**src/rtl/frame_pkg.sv**
```systemverilog
// frame_pkg: shared types for frame_commit_gen and its bench scoreboard
package frame_pkg;
  typedef enum logic [1:0] {IDLE, BODY, DROP} fcg_state_t;
  typedef enum logic [1:0] {V_NONE, V_COMMIT, V_REVERT} verdict_t;
endpackage

```
**src/rtl/frame_commit_gen.sv**
```systemverilog
// frame_commit_gen: speculative-FIFO producer that forwards frame payloads and pulses commit/revert per frame
// Ports: clk, reset (sync, active-high); in_valid/in_ready/in_data/in_last/in_err upstream beats;
// out_valid/out_ready/out_data speculative FIFO writes; commit/revert one-cycle frame verdicts.
// FRAME_STATS_EN adds saturating good_cnt/bad_cnt verdict counters.
module frame_commit_gen
  import frame_pkg::*;
#(
  parameter int WIDTH = 8,
  parameter int MAX_LEN = 16
) (
  input  logic             clk,
  input  logic             reset,
  input  logic             in_valid,
  output logic             in_ready,
  input  logic [WIDTH-1:0] in_data,
  input  logic             in_last,
  input  logic             in_err,
  output logic             out_valid,
  input  logic             out_ready,
  output logic [WIDTH-1:0] out_data,
  output logic             commit,
  output logic             revert
`ifdef FRAME_STATS_EN
  ,
  output logic [31:0]      good_cnt,
  output logic [31:0]      bad_cnt
`endif
);
  localparam int LW = $clog2(MAX_LEN + 1);
  fcg_state_t st, st_n;
  logic [WIDTH-1:0] sum, sum_n;
  logic [LW-1:0] len, len_n;
  logic live, full, payload, poison, term, good, acc;
  always_comb begin
    live = !reset && st != DROP;
    full = len == LW'(MAX_LEN);
    payload = live && !in_last && !in_err && !full;
    poison = live && !in_last && (in_err || full);
    term = live && in_last;
    in_ready = (reset || payload) ? out_ready : 1'b1;
    out_valid = payload && in_valid;
    out_data = in_data;
    good = term && !in_err && len != '0 && sum == in_data;
    commit = in_valid && good;
    revert = in_valid && (poison || (term && !good));
    acc = in_valid && in_ready;
    st_n = st;
    sum_n = sum;
    len_n = len;
    if (acc && payload) begin
      st_n = BODY;
      sum_n = sum + in_data;
      len_n = len + 1'b1;
    end else if (acc && poison) begin
      st_n = DROP;
      sum_n = '0;
      len_n = '0;
    end else if (acc && in_last) begin
      st_n = IDLE;
      sum_n = '0;
      len_n = '0;
    end
  end
  always_ff @(posedge clk) begin
    if (reset) begin
      st <= IDLE;
      sum <= '0;
      len <= '0;
    end else begin
      st <= st_n;
      sum <= sum_n;
      len <= len_n;
    end
  end
`ifdef FRAME_STATS_EN
  always_ff @(posedge clk) begin
    if (reset) begin
      good_cnt <= '0;
      bad_cnt <= '0;
    end else begin
      if (commit && !(&good_cnt)) good_cnt <= good_cnt + 1'b1;
      if (revert && !(&bad_cnt)) bad_cnt <= bad_cnt + 1'b1;
    end
  end
`endif
endmodule

```
**config.mk**
```make
export PLATFORM = sky130hd
export DESIGN_NAME = frame_commit_gen
export DESIGN_NICKNAME = d
export VERILOG_FILES = /design/src/rtl/frame_pkg.sv /design/src/rtl/frame_commit_gen.sv
export SDC_FILE = /design/constraint.sdc
export NUM_CORES = 1
export LEC_CHECK = 0
export BUFFER_PORTS_ARGS = -buffer_cell sky130_fd_sc_hd__buf_2
export CORE_MARGIN = 5
export CORE_UTILIZATION = 52
export CTS_CLUSTER_SIZE = 8
export DETAILED_ROUTE_END_ITERATION = 16
export HOLD_SLACK_MARGIN = 0.12
export PLACE_DENSITY = 0.8
export SLEW_MARGIN = 15
export SYNTH_ARGS = -nofsm -noshare
export SYNTH_HDL_FRONTEND = slang
export SYNTH_SLANG_ARGS = --single-unit
```
**constraint.sdc**
```tcl
create_clock -name clk -period 2.05 [get_ports clk]
set_clock_uncertainty 0.05 [all_clocks]
set_input_delay 0.41 -clock clk [delete_from_list [all_inputs] [get_ports clk]]
set_output_delay 0.41 -clock clk [all_outputs]
set_load 0.02 [all_outputs]
```
## After elaboration in Yosys (flattened, before gate mapping)

Cells that the tools add are included.

- $add $sub $neg: 2
- Eq/ne operators: 3
- Reduce and logical (&&, ||, !) cells: 29
- Muxes and demuxes: 10

Operator list:

| operator | number |
|---|---|
| $mux W8 | 3 |
| $logic_and A1 B1 Y1 | 17 |
| $mux W5 | 3 |
| $add A8 B8 Y8 | 1 |
| $eq A8 B8 Y1 | 1 |
| $add A5 B1 Y5 const B | 1 |
| $eq A5 B5 Y1 const B | 1 |
| $logic_not A1 Y1 | 5 |
| $reduce_bool A5 Y1 | 1 |
| $mux W2 | 2 |
| $logic_or A1 B1 Y1 | 3 |
| $reduce_bool A3 Y1 | 1 |
| $mux W1 | 2 |
| $ne A2 B2 Y1 const B | 1 |
| $reduce_bool A2 Y1 | 1 |
| $reduce_or A2 Y1 | 1 |

- Input bits: 14
- Register bits after elaboration: 15
- Word-level logic and storage cells: 48
- Output and inout port bits: 12

## Depth between registers and ports, before layout

Gate-level depths: netlist of run 1.

- Word-level depth: 12
- Depth in mapped cells: 7

## Worst setup path before layout of run 1

Ideal clock, no wire load.

- Kind: input -> output
- Start point: input port in_data[5]
- End point: output port commit
- Stages: 4
- Arrival: 1,633 ps
- Buffers on the path: 0
- Slack: -43 ps
- Data required time: 1,590 ps
- Cell sequence: ha_1 nor4_1 o2111ai_1 nor3_1

- Longest elaborated chain between the ends: 3

Ends and longest elaborated chain:

| element | RTL line | RTL |
|---|---|---|
| start, declared | frame_commit_gen.sv:15 | `input logic [WIDTH-1:0] in_data,` |
| $eq A8 B8 Y1 | frame_commit_gen.sv:43 | `good = term && !in_err && len != '0 && sum == in_data;` |
| $logic_and A1 B1 Y1 | frame_commit_gen.sv:43 |  |
| $logic_and A1 B1 Y1 | frame_commit_gen.sv:44 | `commit = in_valid && good;` |
| end, declared | frame_commit_gen.sv:21 | `output logic commit,` |

Every way passes these cells.

## Final worst setup path of run 1

- Start point: register sum[0]
- End point: output port revert

- Longest elaborated chain between the ends: 6

Ends and longest elaborated chain:

| element | RTL line | RTL |
|---|---|---|
| start, declared | frame_commit_gen.sv:31 | `logic [WIDTH-1:0] sum, sum_n;` |
| start signal, assigned | frame_commit_gen.sv:71 | `sum <= sum_n;` |
| $eq A8 B8 Y1 | frame_commit_gen.sv:43 |  |
| $logic_and A1 B1 Y1 | frame_commit_gen.sv:43 |  |
| $logic_not A1 Y1 | frame_commit_gen.sv:45 | `revert = in_valid && (poison \|\| (term && !good));` |
| $logic_and A1 B1 Y1 | frame_commit_gen.sv:45 |  |
| $logic_or A1 B1 Y1 | frame_commit_gen.sv:45 |  |
| $logic_and A1 B1 Y1 | frame_commit_gen.sv:45 |  |
| end, declared | frame_commit_gen.sv:22 | `output logic revert` |

Every way passes these cells.

==> flow_results.xml, run 1 <==
<?xml version="1.0" encoding="UTF-8"?>
<metrics>
  <group name="critical_path">
    <metric name="worst-setup-path-type" unit="">reg -&gt; out</metric>
    <metric name="worstRegToRegCells" unit="">6</metric>
    <metric name="cp-end-kind" unit="">output pin</metric>
    <metric name="worst_setup_slack_for_register_to_register_paths" unit="ns">0.05</metric>
    <metric name="timing.critical_path.buf_inv" unit="">1</metric>
    <metric name="crit_arrival" unit="ns">1.68</metric>
    <metric name="crit_fanout" unit="">2</metric>
    <metric name="worstReg2RegStart" unit="">sum[1]</metric>
    <metric name="setup.worst_path.start" unit="">sum[0]</metric>
    <metric name="worst-endpoint-required" unit="ns">1.59</metric>
    <metric name="crit_path_cell_trace" unit="">ha_4, nor4_4, o2111ai_2, nor2_1, nor3_1, buf_2</metric>
    <metric name="setup.worst_path.start_class" unit="">register</metric>
    <metric name="cpMaxStageDelayCell" unit="">sky130_fd_sc_hd__dfxtp_2</metric>
    <metric name="critical-path-top-delay-family" unit="">simple AND/OR/NAND/NOR gates</metric>
    <metric name="worst_path_largest_cell_delay" unit="ns">0.35</metric>
    <metric name="r2r_end" unit="">sum[7]</metric>
  </group>
  <group name="global_routing">
    <metric name="number_of_antenna_violations_at_the_first_check_in_global_routing" unit="">0</metric>
    <metric name="grt_max_degree" unit="">13</metric>
    <metric name="global_route_wire_length_before_repair" unit="um">5180</metric>
    <metric name="grt_remaining_overflow" unit="">0</metric>
    <metric name="grt_usage" unit="%">20.1</metric>
    <metric name="first_global_vias" unit="">1157</metric>
  </group>
  <group name="clock_tree">
    <metric name="cts_root_buffer" unit="">sky130_fd_sc_hd__clkbuf_4</metric>
    <metric name="path_clk_slew" unit="ns">0.10</metric>
    <metric name="tritoncts" unit="">built</metric>
    <metric name="cts_htree_levels" unit="">1</metric>
    <metric name="tritoncts.num_buffers" unit="">3</metric>
    <metric name="cts.sinks" unit="">15</metric>
    <metric name="hold_buffers" unit="">0</metric>
    <metric name="clock_path_buffers" unit="">2</metric>
    <metric name="clock_latency_on_the_worst_skew_pair" unit="ns">0.29</metric>
  </group>
  <group name="cells_and_area">
    <metric name="multiInputGateArea" unit="sq um">835</metric>
    <metric name="num_antenna_cells" unit="">0</metric>
    <metric name="layout.cells.most_common_list" unit="">sky130_fd_sc_hd__buf_2, sky130_fd_sc_hd__buf_4, sky130_fd_sc_hd__nor2_1</metric>
    <metric name="share_of_the_core_filled_with_cells" unit="%">75.1</metric>
    <metric name="post-route-cell-area" unit="sq um">1490</metric>
    <metric name="final_cell_count_no_fill" unit="">195</metric>
    <metric name="fillerInstances" unit="">134</metric>
    <metric name="layout_commonest_cell" unit="">sky130_fd_sc_hd__buf_2</metric>
    <metric name="area.sequential" unit="sq um">308</metric>
    <metric name="drive_gt1_share" unit="%">43.5</metric>
    <metric name="num-nets-final" unit="">193</metric>
    <metric name="synthToLayoutAreaGrowth" unit="%">36.2</metric>
  </group>
  <group name="routing">
    <metric name="drt-total-wl" unit="um">3050</metric>
    <metric name="drt_first_pass_iters" unit="">4</metric>
    <metric name="detailedRoute.firstIterationViolations" unit="">35</metric>
    <metric name="antenna_left" unit="">0</metric>
    <metric name="routed_length_per_placed_instance" unit="um">15.6</metric>
    <metric name="vias" unit="">1139</metric>
    <metric name="drc" unit="">0</metric>
    <metric name="viasPerCell" unit="">5.84</metric>
  </group>
  <group name="flow_run">
    <metric name="drv.max_cap_violation_count" unit="">0</metric>
  </group>
  <group name="sta">
    <metric name="worst_slew_pin_slew" unit="ns">0.390</metric>
    <metric name="setup-tns-final" unit="ns">-0.159</metric>
    <metric name="unrepaired_setup_endpoints_after_global_routing" unit="">true</metric>
    <metric name="finalHoldViolations" unit="">0</metric>
    <metric name="timing.final.crit_period" unit="ns">2.14</metric>
    <metric name="finalMaxSlewViolations" unit="">0</metric>
    <metric name="setup_ws" unit="ns">-0.0910</metric>
    <metric name="layout_worst_path_cycle_share" unit="%">104</metric>
    <metric name="worst_rel_slew_slack" unit="%">73.8</metric>
    <metric name="setup_viol" unit="">3</metric>
    <metric name="whs" unit="ns">0.294</metric>
    <metric name="max_freq" unit="MHz">467</metric>
  </group>
  <group name="synthesis">
    <metric name="synth_nets" unit="">158</metric>
    <metric name="synth_top_cell_area_share" unit="%">27.5</metric>
    <metric name="syn_area_per_cell" unit="sq um">8.16</metric>
    <metric name="synth.yosys.seq_area_share" unit="%">27.5</metric>
    <metric name="ys_warn_count" unit="">0</metric>
    <metric name="synthTopCellsByArea" unit="">sky130_fd_sc_hd__dfxtp_1, sky130_fd_sc_hd__ha_1, sky130_fd_sc_hd__nor2_1, sky130_fd_sc_hd__buf_4, sky130_fd_sc_hd__a22oi_1</metric>
    <metric name="synth.ff_latch_count" unit="">15</metric>
    <metric name="post_synth_num_cell_types" unit="">36</metric>
    <metric name="synth_top_cell_by_area" unit="">sky130_fd_sc_hd__dfxtp_1</metric>
    <metric name="synth_area" unit="sq um">1090</metric>
    <metric name="instance_count_of_the_mapped_netlist" unit="">134</metric>
  </group>
  <group name="worst_hold_path">
    <metric name="hold_path_depth" unit="">2</metric>
    <metric name="worst_hold_path_type" unit="">in -&gt; reg</metric>
    <metric name="min_delay_worst_endpoint" unit="">st[1]</metric>
    <metric name="hold_start" unit="">reset</metric>
  </group>
  <group name="pwr">
    <metric name="p_leak" unit="nW">0.615</metric>
    <metric name="net_switching" unit="mW">0.199</metric>
    <metric name="pwr-share-comb" unit="%">25.8</metric>
    <metric name="irDropWorstVdd" unit="V">0.000414</metric>
    <metric name="p_total" unit="mW">0.641</metric>
    <metric name="clkPwrFrac" unit="%">27.8</metric>
    <metric name="internal-power" unit="mW">0.443</metric>
    <metric name="power_density" unit="nW/um^2">431</metric>
    <metric name="seq_power_share" unit="%">46.4</metric>
    <metric name="power_switching_share" unit="%">31.0</metric>
  </group>
  <group name="placed_design">
    <metric name="place.gp.congestion" unit="">0.800</metric>
    <metric name="dpl_worst_slack" unit="ns">-0.0993</metric>
    <metric name="port-buffer-count" unit="">25</metric>
    <metric name="dp_hpwl" unit="um">1980</metric>
    <metric name="dpl-instance-area" unit="sq um">1270</metric>
    <metric name="dp.cells" unit="">186</metric>
  </group>
  <group name="die">
    <metric name="core.rowCount" unit="">16</metric>
    <metric name="coreArea" unit="sq um">1980</metric>
    <metric name="vertical_die_dimension" unit="um">55.9</metric>
    <metric name="fp.dieArea" unit="sq um">3120</metric>
    <metric name="dieWidth" unit="um">55.9</metric>
    <metric name="initial_util" unit="%">55.2</metric>
    <metric name="num_io_pins" unit="">26</metric>
  </group>
  <group name="outcome">
    <metric name="status" unit="">finished, violations left</metric>
    <metric name="violations" unit="">negative setup slack</metric>
  </group>
</metrics>
[layer usage]
metal,track usage [%],vias to the layer above,routed length [um]
met3,3.94,8,211
met5,0,-,0
met1,24.9,537,1240
met2,33.8,46,1550
li1,-,548,-
met4,8.14,0,44
[logic make-up (layout without fill, tap and decap cells)]
group	count (synthesis)	count (layout)	share of synthesized area [%]
AND/OR/NAND/NOR	48	48	22.7
XOR/XNOR	7	7	5.61
flip-flops	15	15	27.5
AO/OA/AOI/OAI	36	36	23.0
buffers and inverters	18	52	9.15
adder cells (fa/ha/maj)	10	10	12.1
[worst reg2reg max path, stage by stage (launching register included)]
cell and delay [ns]:
sky130_fd_sc_hd__dfxtp_2 0.38, sky130_fd_sc_hd__ha_4 0.22, sky130_fd_sc_hd__a211oi_1 0.36, sky130_fd_sc_hd__o21ai_1 0.18, sky130_fd_sc_hd__o311a_1 0.37, sky130_fd_sc_hd__nor4b_2 0.25, sky130_fd_sc_hd__nand3b_1 0.13
[worst max-delay path by stage]
stage,to,slack [ns],depth (start not counted)
global route,revert,-0.17,6
detailed placement,revert,-0.1,7
floorplan,commit,0.11,4
finish,revert,-0.09,6
global placement,revert,-0.09,7
CTS,revert,-0.08,6
[registers in the layout (all words and copies together), names as in the netlist]
register	flops
len	5
st	2
sum	8
[cell usage after synthesis]
cell / count
sky130_fd_sc_hd__nor4_1: 1
sky130_fd_sc_hd__nor2_1: 18
sky130_fd_sc_hd__a311o_2: 1
sky130_fd_sc_hd__o2111ai_1: 1
sky130_fd_sc_hd__nand3b_1: 3
sky130_fd_sc_hd__fa_1: 1
sky130_fd_sc_hd__nor2_4: 1
sky130_fd_sc_hd__nand2b_1: 1
sky130_fd_sc_hd__o21ai_0: 2
sky130_fd_sc_hd__nand4b_1: 2
sky130_fd_sc_hd__dfxtp_1: 15
sky130_fd_sc_hd__nor2_2: 1
sky130_fd_sc_hd__o221ai_1: 1
sky130_fd_sc_hd__o311a_1: 1
sky130_fd_sc_hd__a211oi_1: 3
sky130_fd_sc_hd__a2111o_1: 1
sky130_fd_sc_hd__o211ai_1: 3
sky130_fd_sc_hd__nand2_1: 5
sky130_fd_sc_hd__o21bai_1: 2
sky130_fd_sc_hd__ha_1: 9
sky130_fd_sc_hd__a31o_2: 1
sky130_fd_sc_hd__or2_2: 2
sky130_fd_sc_hd__a22oi_1: 7
sky130_fd_sc_hd__or4b_1: 1
sky130_fd_sc_hd__xor2_1: 2
sky130_fd_sc_hd__a21oi_1: 10
sky130_fd_sc_hd__nor4b_1: 1
sky130_fd_sc_hd__o21ai_1: 1
sky130_fd_sc_hd__buf_4: 8
sky130_fd_sc_hd__nand3_1: 4
sky130_fd_sc_hd__xnor2_1: 5
sky130_fd_sc_hd__a21o_1: 2
sky130_fd_sc_hd__clkbuf_1: 2
sky130_fd_sc_hd__buf_2: 2
sky130_fd_sc_hd__inv_1: 6
sky130_fd_sc_hd__nor3_1: 8
[layout make-up]
class	count	share of cell area [%]
well taps	27	2.27
clock buffers	4	1.76
flip-flops and latches	15	20.7
repair buffers	42	17.7
multi-input cells	101	56.1
inverters	6	1.51
[power by group through the flow]
stage / combinational (mW) / sequential (mW) / clock, mW
floorplan: 0.0888 / 0.303 / 0
global placement: 0.128 / 0.303 / 0
detailed placement: 0.131 / 0.303 / 0
CTS: 0.155 / 0.297 / 0.184
global route: 0.177 / 0.298 / 0.201
finish: 0.165 / 0.297 / 0.179
[timing repair]
| action | in CTS | in global routing |
|---|---|---|
| setup buffers | 3 | 2 |
| pin swaps | 8 | 8 |
| resized for setup | 24 | 6 |
| setup endpoints to repair | 4 | 5 |
Note: power is estimated with default switching activity, not from simulation.
==> run 2, diff against run 1 <==
- PLACE_DENSITY: 0.8 -> 0.77
==> run 2 against run 1 <==
The run still ends with negative setup slack left. Clock power increased by 4%. Flip-flop and latch count unchanged. Cell count grew 0.51%. Hold slack gained 0.067 ns. Wire length shrank 5.6%. Sequential power is essentially flat. Critical path depth is 1 higher. Fmax down 0.96%. Sequential share of layout area down 0.067 points. Critical path type unchanged. Largest power group unchanged.
==> flow_results.xml, run 2 (same netlist as run 1, synthesis figures left out) <==
<?xml version="1.0" encoding="UTF-8"?>
<metrics>
  <group name="global_routing">
    <metric name="global_route_wire_length_before_repair" unit="um">4780</metric>
    <metric name="grt_remaining_overflow" unit="">0</metric>
    <metric name="grt_usage" unit="%">19.5</metric>
    <metric name="first_global_vias" unit="">1067</metric>
    <metric name="number_of_antenna_violations_at_the_first_check_in_global_routing" unit="">0</metric>
    <metric name="grt_max_degree" unit="">14</metric>
  </group>
  <group name="cells_and_area">
    <metric name="reg_top3" unit="">sum x8, len x5, st x2</metric>
    <metric name="layout_commonest_cell" unit="">sky130_fd_sc_hd__buf_2</metric>
    <metric name="synthToLayoutAreaGrowth" unit="%">36.0</metric>
    <metric name="fillerInstances" unit="">141</metric>
    <metric name="num_antenna_cells" unit="">0</metric>
    <metric name="layout.cells.most_common_list" unit="">sky130_fd_sc_hd__buf_2, sky130_fd_sc_hd__buf_4, sky130_fd_sc_hd__nor2_1</metric>
    <metric name="drive_gt1_share" unit="%">42.0</metric>
    <metric name="final_cell_count_no_fill" unit="">196</metric>
    <metric name="largest_register" unit="">sum</metric>
    <metric name="num-nets-final" unit="">194</metric>
    <metric name="largest_register_ff_count" unit="">8</metric>
  </group>
  <group name="clock_tree">
    <metric name="path_clk_slew" unit="ns">0.10</metric>
    <metric name="cts_root_buffer" unit="">sky130_fd_sc_hd__clkbuf_4</metric>
    <metric name="cts_htree_levels" unit="">1</metric>
    <metric name="tritoncts.num_buffers" unit="">3</metric>
    <metric name="cts.sinks" unit="">15</metric>
    <metric name="clock_path_buffers" unit="">2</metric>
    <metric name="tritoncts" unit="">built</metric>
    <metric name="hold_buffers" unit="">0</metric>
    <metric name="clock_latency_on_the_worst_skew_pair" unit="ns">0.30</metric>
  </group>
  <group name="pwr">
    <metric name="irDropWorstVdd" unit="V">0.000547</metric>
    <metric name="p_leak" unit="nW">0.618</metric>
    <metric name="power_density" unit="nW/um^2">435</metric>
  </group>
  <group name="flow_run">
    <metric name="drv.max_cap_violation_count" unit="">0</metric>
  </group>
  <group name="outcome">
    <metric name="violations" unit="">negative setup slack</metric>
    <metric name="status" unit="">finished, violations left</metric>
  </group>
  <group name="die">
    <metric name="dieWidth" unit="um">55.9</metric>
    <metric name="coreArea" unit="sq um">1980</metric>
    <metric name="fp.dieArea" unit="sq um">3120</metric>
    <metric name="num_io_pins" unit="">26</metric>
    <metric name="initial_util" unit="%">55.2</metric>
    <metric name="vertical_die_dimension" unit="um">55.9</metric>
    <metric name="core.rowCount" unit="">16</metric>
  </group>
  <group name="routing">
    <metric name="vias" unit="">1125</metric>
    <metric name="drc" unit="">0</metric>
    <metric name="routed_length_per_placed_instance" unit="um">14.7</metric>
    <metric name="drt-total-wl" unit="um">2880</metric>
    <metric name="detailedRoute.firstIterationViolations" unit="">23</metric>
    <metric name="antenna_left" unit="">0</metric>
    <metric name="viasPerCell" unit="">5.74</metric>
    <metric name="drt_first_pass_iters" unit="">4</metric>
  </group>
  <group name="worst_hold_path">
    <metric name="worst_hold_path_type" unit="">in -&gt; reg</metric>
  </group>
  <group name="critical_path">
    <metric name="worst_setup_slack_for_register_to_register_paths" unit="ns">0.13</metric>
    <metric name="setup.worst_path.start_class" unit="">register</metric>
    <metric name="worstRegToRegCells" unit="">8</metric>
    <metric name="cp-end-kind" unit="">output pin</metric>
    <metric name="r2r_end" unit="">sum[7]</metric>
    <metric name="crit_path_end" unit="">in_ready</metric>
    <metric name="worst-endpoint-required" unit="ns">1.59</metric>
    <metric name="worst-setup-path-type" unit="">reg -&gt; out</metric>
    <metric name="worstReg2RegStart" unit="">len[1]</metric>
    <metric name="crit_fanout" unit="">3</metric>
    <metric name="crit_arrival" unit="ns">1.70</metric>
    <metric name="setup.worst_path.start" unit="">len[1]</metric>
  </group>
  <group name="sta">
    <metric name="worst_rel_slew_slack" unit="%">80.5</metric>
    <metric name="setup_viol" unit="">3</metric>
    <metric name="finalMaxSlewViolations" unit="">0</metric>
    <metric name="unrepaired_setup_endpoints_after_global_routing" unit="">true</metric>
    <metric name="setup_ws" unit="ns">-0.112</metric>
    <metric name="timing.final.crit_period" unit="ns">2.16</metric>
    <metric name="max_freq" unit="MHz">463</metric>
    <metric name="finalHoldViolations" unit="">0</metric>
    <metric name="layout_worst_path_cycle_share" unit="%">105</metric>
    <metric name="worst_slew_pin_slew" unit="ns">0.292</metric>
    <metric name="setup-tns-final" unit="ns">-0.305</metric>
  </group>
  <group name="placed_design">
    <metric name="dp_hpwl" unit="um">1980</metric>
    <metric name="port-buffer-count" unit="">25</metric>
    <metric name="place.gp.congestion" unit="">0.874</metric>
    <metric name="dp.cells" unit="">187</metric>
  </group>
</metrics>
==> run 2: cell count changes in the layout (fill, tap and decap cells not counted), sizes merged <==
cell      previous run  this run
buf                 42        43
clkinvlp             0         1
clkbuf               4         3
==> run 2: timing repair <==
item,4_1_cts,5_1_grt
pin swaps,9,3
setup endpoints to repair,4,4
gates resized for setup,24,3
setup buffers,4,1
==> run 2: power by group <==
group / switching (mW) / total (mW) / internal [mW]
Combinational: 0.0915 / 0.165 / 0.0733
Clock: 0.111 / 0.186 / 0.0746
Sequential: 0.00270 / 0.297 / 0.294
Total: 0.205 / 0.647 / 0.442
==> run 2: critical path: stages (launching register included) <==
cell and delay, ns:
sky130_fd_sc_hd__dfxtp_2 0.35, sky130_fd_sc_hd__inv_1 0.04, sky130_fd_sc_hd__ha_2 0.19, sky130_fd_sc_hd__a31o_4 0.25, sky130_fd_sc_hd__nor2_4 0.11, sky130_fd_sc_hd__a21oi_1 0.08, sky130_fd_sc_hd__or2_4 0.24, sky130_fd_sc_hd__buf_6 0.13
==> run 2: how the worst min path moves through the flow <==
stage                     endpoint  slack (ns)      from  cells after the start
after floorplan              st[0]        0.39     st[0]                      2
after global placement       st[0]        0.41     st[0]                      2
after detailed placement     st[1]        0.42     st[1]                      2
after CTS                    st[1]        0.35  in_valid                      3
after global routing         st[1]        0.36  in_valid                      3
final                        st[1]        0.36  in_valid                      3
==> run 2: cell type report <==
type	count	area, sq um	share of cell area (%)
Inverter	6	22.5	1.51
Multi-Input combinational cell	101	820	55.1
Clock buffer	3	22.5	1.51
Clock inverter	1	7.51	0.505
Timing Repair Buffer	43	275	18.5
Tap cell	27	33.8	2.27
Sequential cell	15	307	20.6
==> run 2: per-stage QoR <==
step | setup WS (ns) | hold WS (ns) | util [%] | cell area (sq um) | total power [mW]
after floorplan | 0.113 | 0.390 | - | 1100 | 0.392
after global placement | -0.0712 | 0.407 | 64.5 | 1280 | 0.433
after detailed placement | -0.0886 | 0.422 | 64.5 | 1280 | 0.436
after CTS | -0.0877 | 0.353 | 74.1 | 1470 | 0.647
after global routing | -0.203 | 0.360 | 75.1 | 1490 | 0.686
final | -0.112 | 0.362 | 75.1 | 1490 | 0.647
==> run 2: per-layer routing <==
metal | global-route usage (%) | vias to the layer above | part of all wire [%]
li1 | - | 553 | -
met1 | 22.4 | 527 | 43
met2 | 31.6 | 36 | 48
met3 | 7.66 | 9 | 7.1
met4 | 8.81 | 0 | 2.4
met5 | 0 | - | 0
==> run 3, diff against run 2 <==
- CTS_BUF_LIST: default -> sky130_fd_sc_hd__clkbuf_16
==> run 3 against run 2 <==
The flow now finishes without violations. Utilization increased by 2.5 points. Combinational power is essentially flat. Die area stayed put. Clock power up 120%. Cell count down 0.51%. Total power increased by 33%. Fmax increased by 5.9%. Largest power group is now clock.
==> flow_results.xml, run 3 (same netlist as run 1, synthesis figures left out) <==
<?xml version="1.0" encoding="UTF-8"?>
<metrics>
  <group name="outcome">
    <metric name="status" unit="">finished, final reports clean</metric>
  </group>
  <group name="clock_tree">
    <metric name="clock_path_buffers" unit="">2</metric>
    <metric name="path_clk_slew" unit="ns">0.05</metric>
    <metric name="tritoncts" unit="">built</metric>
    <metric name="cts.sinks" unit="">15</metric>
    <metric name="cts_htree_levels" unit="">1</metric>
    <metric name="cts_root_buffer" unit="">sky130_fd_sc_hd__clkbuf_16</metric>
    <metric name="tritoncts.num_buffers" unit="">3</metric>
    <metric name="clock_latency_on_the_worst_skew_pair" unit="ns">0.25</metric>
  </group>
  <group name="critical_path">
    <metric name="cpMaxStageDelayCell" unit="">sky130_fd_sc_hd__dfxtp_2</metric>
    <metric name="crit_fanout" unit="">3</metric>
    <metric name="worst-setup-path-type" unit="">reg -&gt; out</metric>
    <metric name="crit_path_cell_trace" unit="">ha_4, nor4_4, o2111ai_2, nor2_1, nor3_1, buf_4</metric>
    <metric name="crit_arrival" unit="ns">1.58</metric>
    <metric name="cp-end-kind" unit="">output pin</metric>
    <metric name="worst_setup_slack_for_register_to_register_paths" unit="ns">0.18</metric>
    <metric name="worst_path_largest_cell_delay" unit="ns">0.35</metric>
    <metric name="worst-endpoint-required" unit="ns">1.59</metric>
    <metric name="setup.worst_path.start_class" unit="">register</metric>
  </group>
  <group name="die">
    <metric name="fp.dieArea" unit="sq um">3120</metric>
    <metric name="coreArea" unit="sq um">1980</metric>
    <metric name="dieWidth" unit="um">55.9</metric>
    <metric name="vertical_die_dimension" unit="um">55.9</metric>
    <metric name="initial_util" unit="%">55.2</metric>
    <metric name="num_io_pins" unit="">26</metric>
    <metric name="core.rowCount" unit="">16</metric>
  </group>
  <group name="cells_and_area">
    <metric name="post-route-cell-area" unit="sq um">1540</metric>
    <metric name="largest_register_ff_count" unit="">8</metric>
    <metric name="fillerInstances" unit="">135</metric>
    <metric name="area.sequential" unit="sq um">308</metric>
    <metric name="reg_top3" unit="">sum x8, len x5, st x2</metric>
    <metric name="multiInputGateArea" unit="sq um">826</metric>
    <metric name="largest_register" unit="">sum</metric>
    <metric name="layout.cells.most_common_list" unit="">sky130_fd_sc_hd__buf_2, sky130_fd_sc_hd__buf_4, sky130_fd_sc_hd__nor2_1</metric>
    <metric name="num-nets-final" unit="">193</metric>
    <metric name="share_of_the_core_filled_with_cells" unit="%">77.5</metric>
    <metric name="drive_gt1_share" unit="%">43.5</metric>
    <metric name="final_cell_count_no_fill" unit="">195</metric>
    <metric name="num_antenna_cells" unit="">0</metric>
    <metric name="layout_commonest_cell" unit="">sky130_fd_sc_hd__buf_2</metric>
    <metric name="synthToLayoutAreaGrowth" unit="%">40.5</metric>
  </group>
  <group name="global_routing">
    <metric name="grt_usage" unit="%">19.6</metric>
    <metric name="global_route_wire_length_before_repair" unit="um">4830</metric>
    <metric name="grt_max_degree" unit="">14</metric>
    <metric name="number_of_antenna_violations_at_the_first_check_in_global_routing" unit="">0</metric>
    <metric name="first_global_vias" unit="">1082</metric>
    <metric name="grt_remaining_overflow" unit="">0</metric>
  </group>
  <group name="sta">
    <metric name="finalMaxSlewViolations" unit="">0</metric>
    <metric name="setup_viol" unit="">0</metric>
    <metric name="layout_worst_path_cycle_share" unit="%">99.5</metric>
    <metric name="worst_rel_slew_slack" unit="%">79.9</metric>
    <metric name="max_freq" unit="MHz">490</metric>
    <metric name="finalHoldViolations" unit="">0</metric>
    <metric name="worst_slew_pin_slew" unit="ns">0.301</metric>
    <metric name="unrepaired_setup_endpoints_after_global_routing" unit="">true</metric>
    <metric name="timing.final.crit_period" unit="ns">2.04</metric>
    <metric name="setup_ws" unit="ns">0.00924</metric>
  </group>
  <group name="placed_design">
    <metric name="dp.cells" unit="">187</metric>
    <metric name="dp_hpwl" unit="um">1980</metric>
    <metric name="place.gp.congestion" unit="">0.874</metric>
    <metric name="dpl-instance-area" unit="sq um">1280</metric>
    <metric name="port-buffer-count" unit="">25</metric>
    <metric name="dpl_worst_slack" unit="ns">-0.0886</metric>
  </group>
  <group name="pwr">
    <metric name="seq_power_share" unit="%">34.6</metric>
    <metric name="power_switching_share" unit="%">26.7</metric>
    <metric name="pwr-share-comb" unit="%">18.9</metric>
    <metric name="p_leak" unit="nW">0.640</metric>
    <metric name="net_switching" unit="mW">0.230</metric>
    <metric name="clkPwrFrac" unit="%">46.4</metric>
    <metric name="irDropWorstVdd" unit="V">0.000789</metric>
    <metric name="internal-power" unit="mW">0.631</metric>
    <metric name="power_density" unit="nW/um^2">560</metric>
  </group>
  <group name="routing">
    <metric name="antenna_left" unit="">0</metric>
    <metric name="viasPerCell" unit="">5.67</metric>
    <metric name="drc" unit="">0</metric>
    <metric name="drt-total-wl" unit="um">2980</metric>
    <metric name="drt_first_pass_iters" unit="">4</metric>
    <metric name="vias" unit="">1105</metric>
    <metric name="routed_length_per_placed_instance" unit="um">15.3</metric>
    <metric name="detailedRoute.firstIterationViolations" unit="">19</metric>
  </group>
  <group name="worst_hold_path">
    <metric name="worst_hold_path_type" unit="">in -&gt; reg</metric>
  </group>
  <group name="flow_run">
    <metric name="drv.max_cap_violation_count" unit="">0</metric>
  </group>
</metrics>
==> run 3: final timing paths <==
path / start / to / cells after the start
setup reg to reg: sum[1] / sum[7] / 6
hold / removal: in_valid / st[1] / 3
hold reg to reg: st[0] / st[0] / 2
setup / recovery: sum[4] / revert / 6
==> run 3: repair_timing <==
action	in CTS	in global routing
resized for setup	21	8
pin swaps	7	7
setup endpoints to repair	4	4
hold endpoints to repair	0	0
setup buffers	3	1
hold buffers	0	0
==> run 3: through the flow <==
stage | total power [mW] | setup TNS (ns) | hold slack, ns
floorplan | 0.392 | 0 | 0.390
global placement | 0.433 | -0.156 | 0.407
detailed placement | 0.436 | -0.251 | 0.422
CTS | 0.855 | -0.0305 | 0.416
global route | 0.893 | -0.120 | 0.441
finish | 0.861 | 0 | 0.428
==> run 3: routing by layer <==
| layer | GRT usage (%) | share of wire [%] |
|---|---|---|
| met5 | 0 | 0 |
| met4 | 9.83 | 3.1 |
| met3 | 6.03 | 5.0 |
| met2 | 35.0 | 50 |
| met1 | 20.8 | 42 |
==> run 3: critical path: cells and delay by family (launching register included) <==
kind                       cells  cell delay, ns
AOI/OAI and AO/OA              1            0.16
adders and majority gates      1            0.21
buffers and inverters          1            0.15
DFF                            1            0.35
and+or+nand+nor                3            0.46
==> run 3: power by group through the flow <==
stage | combinational, mW | clock, mW | sequential (mW)
after detailed placement | 0.133 | 0 | 0.303
after floorplan | 0.0888 | 0 | 0.303
after global routing | 0.177 | 0.418 | 0.298
after global placement | 0.130 | 0 | 0.303
final | 0.163 | 0.400 | 0.298
after CTS | 0.156 | 0.401 | 0.298
==> run 3: cell type report <==
class                           count  area share (%)
Clock buffer                        3            4.89
Clock inverter                      1           0.489
Inverter                            6            1.47
Multi-Input combinational cell    101            53.7
Sequential cell                    15            20.0
Tap cell                           27            2.20
Timing Repair Buffer               42            17.2
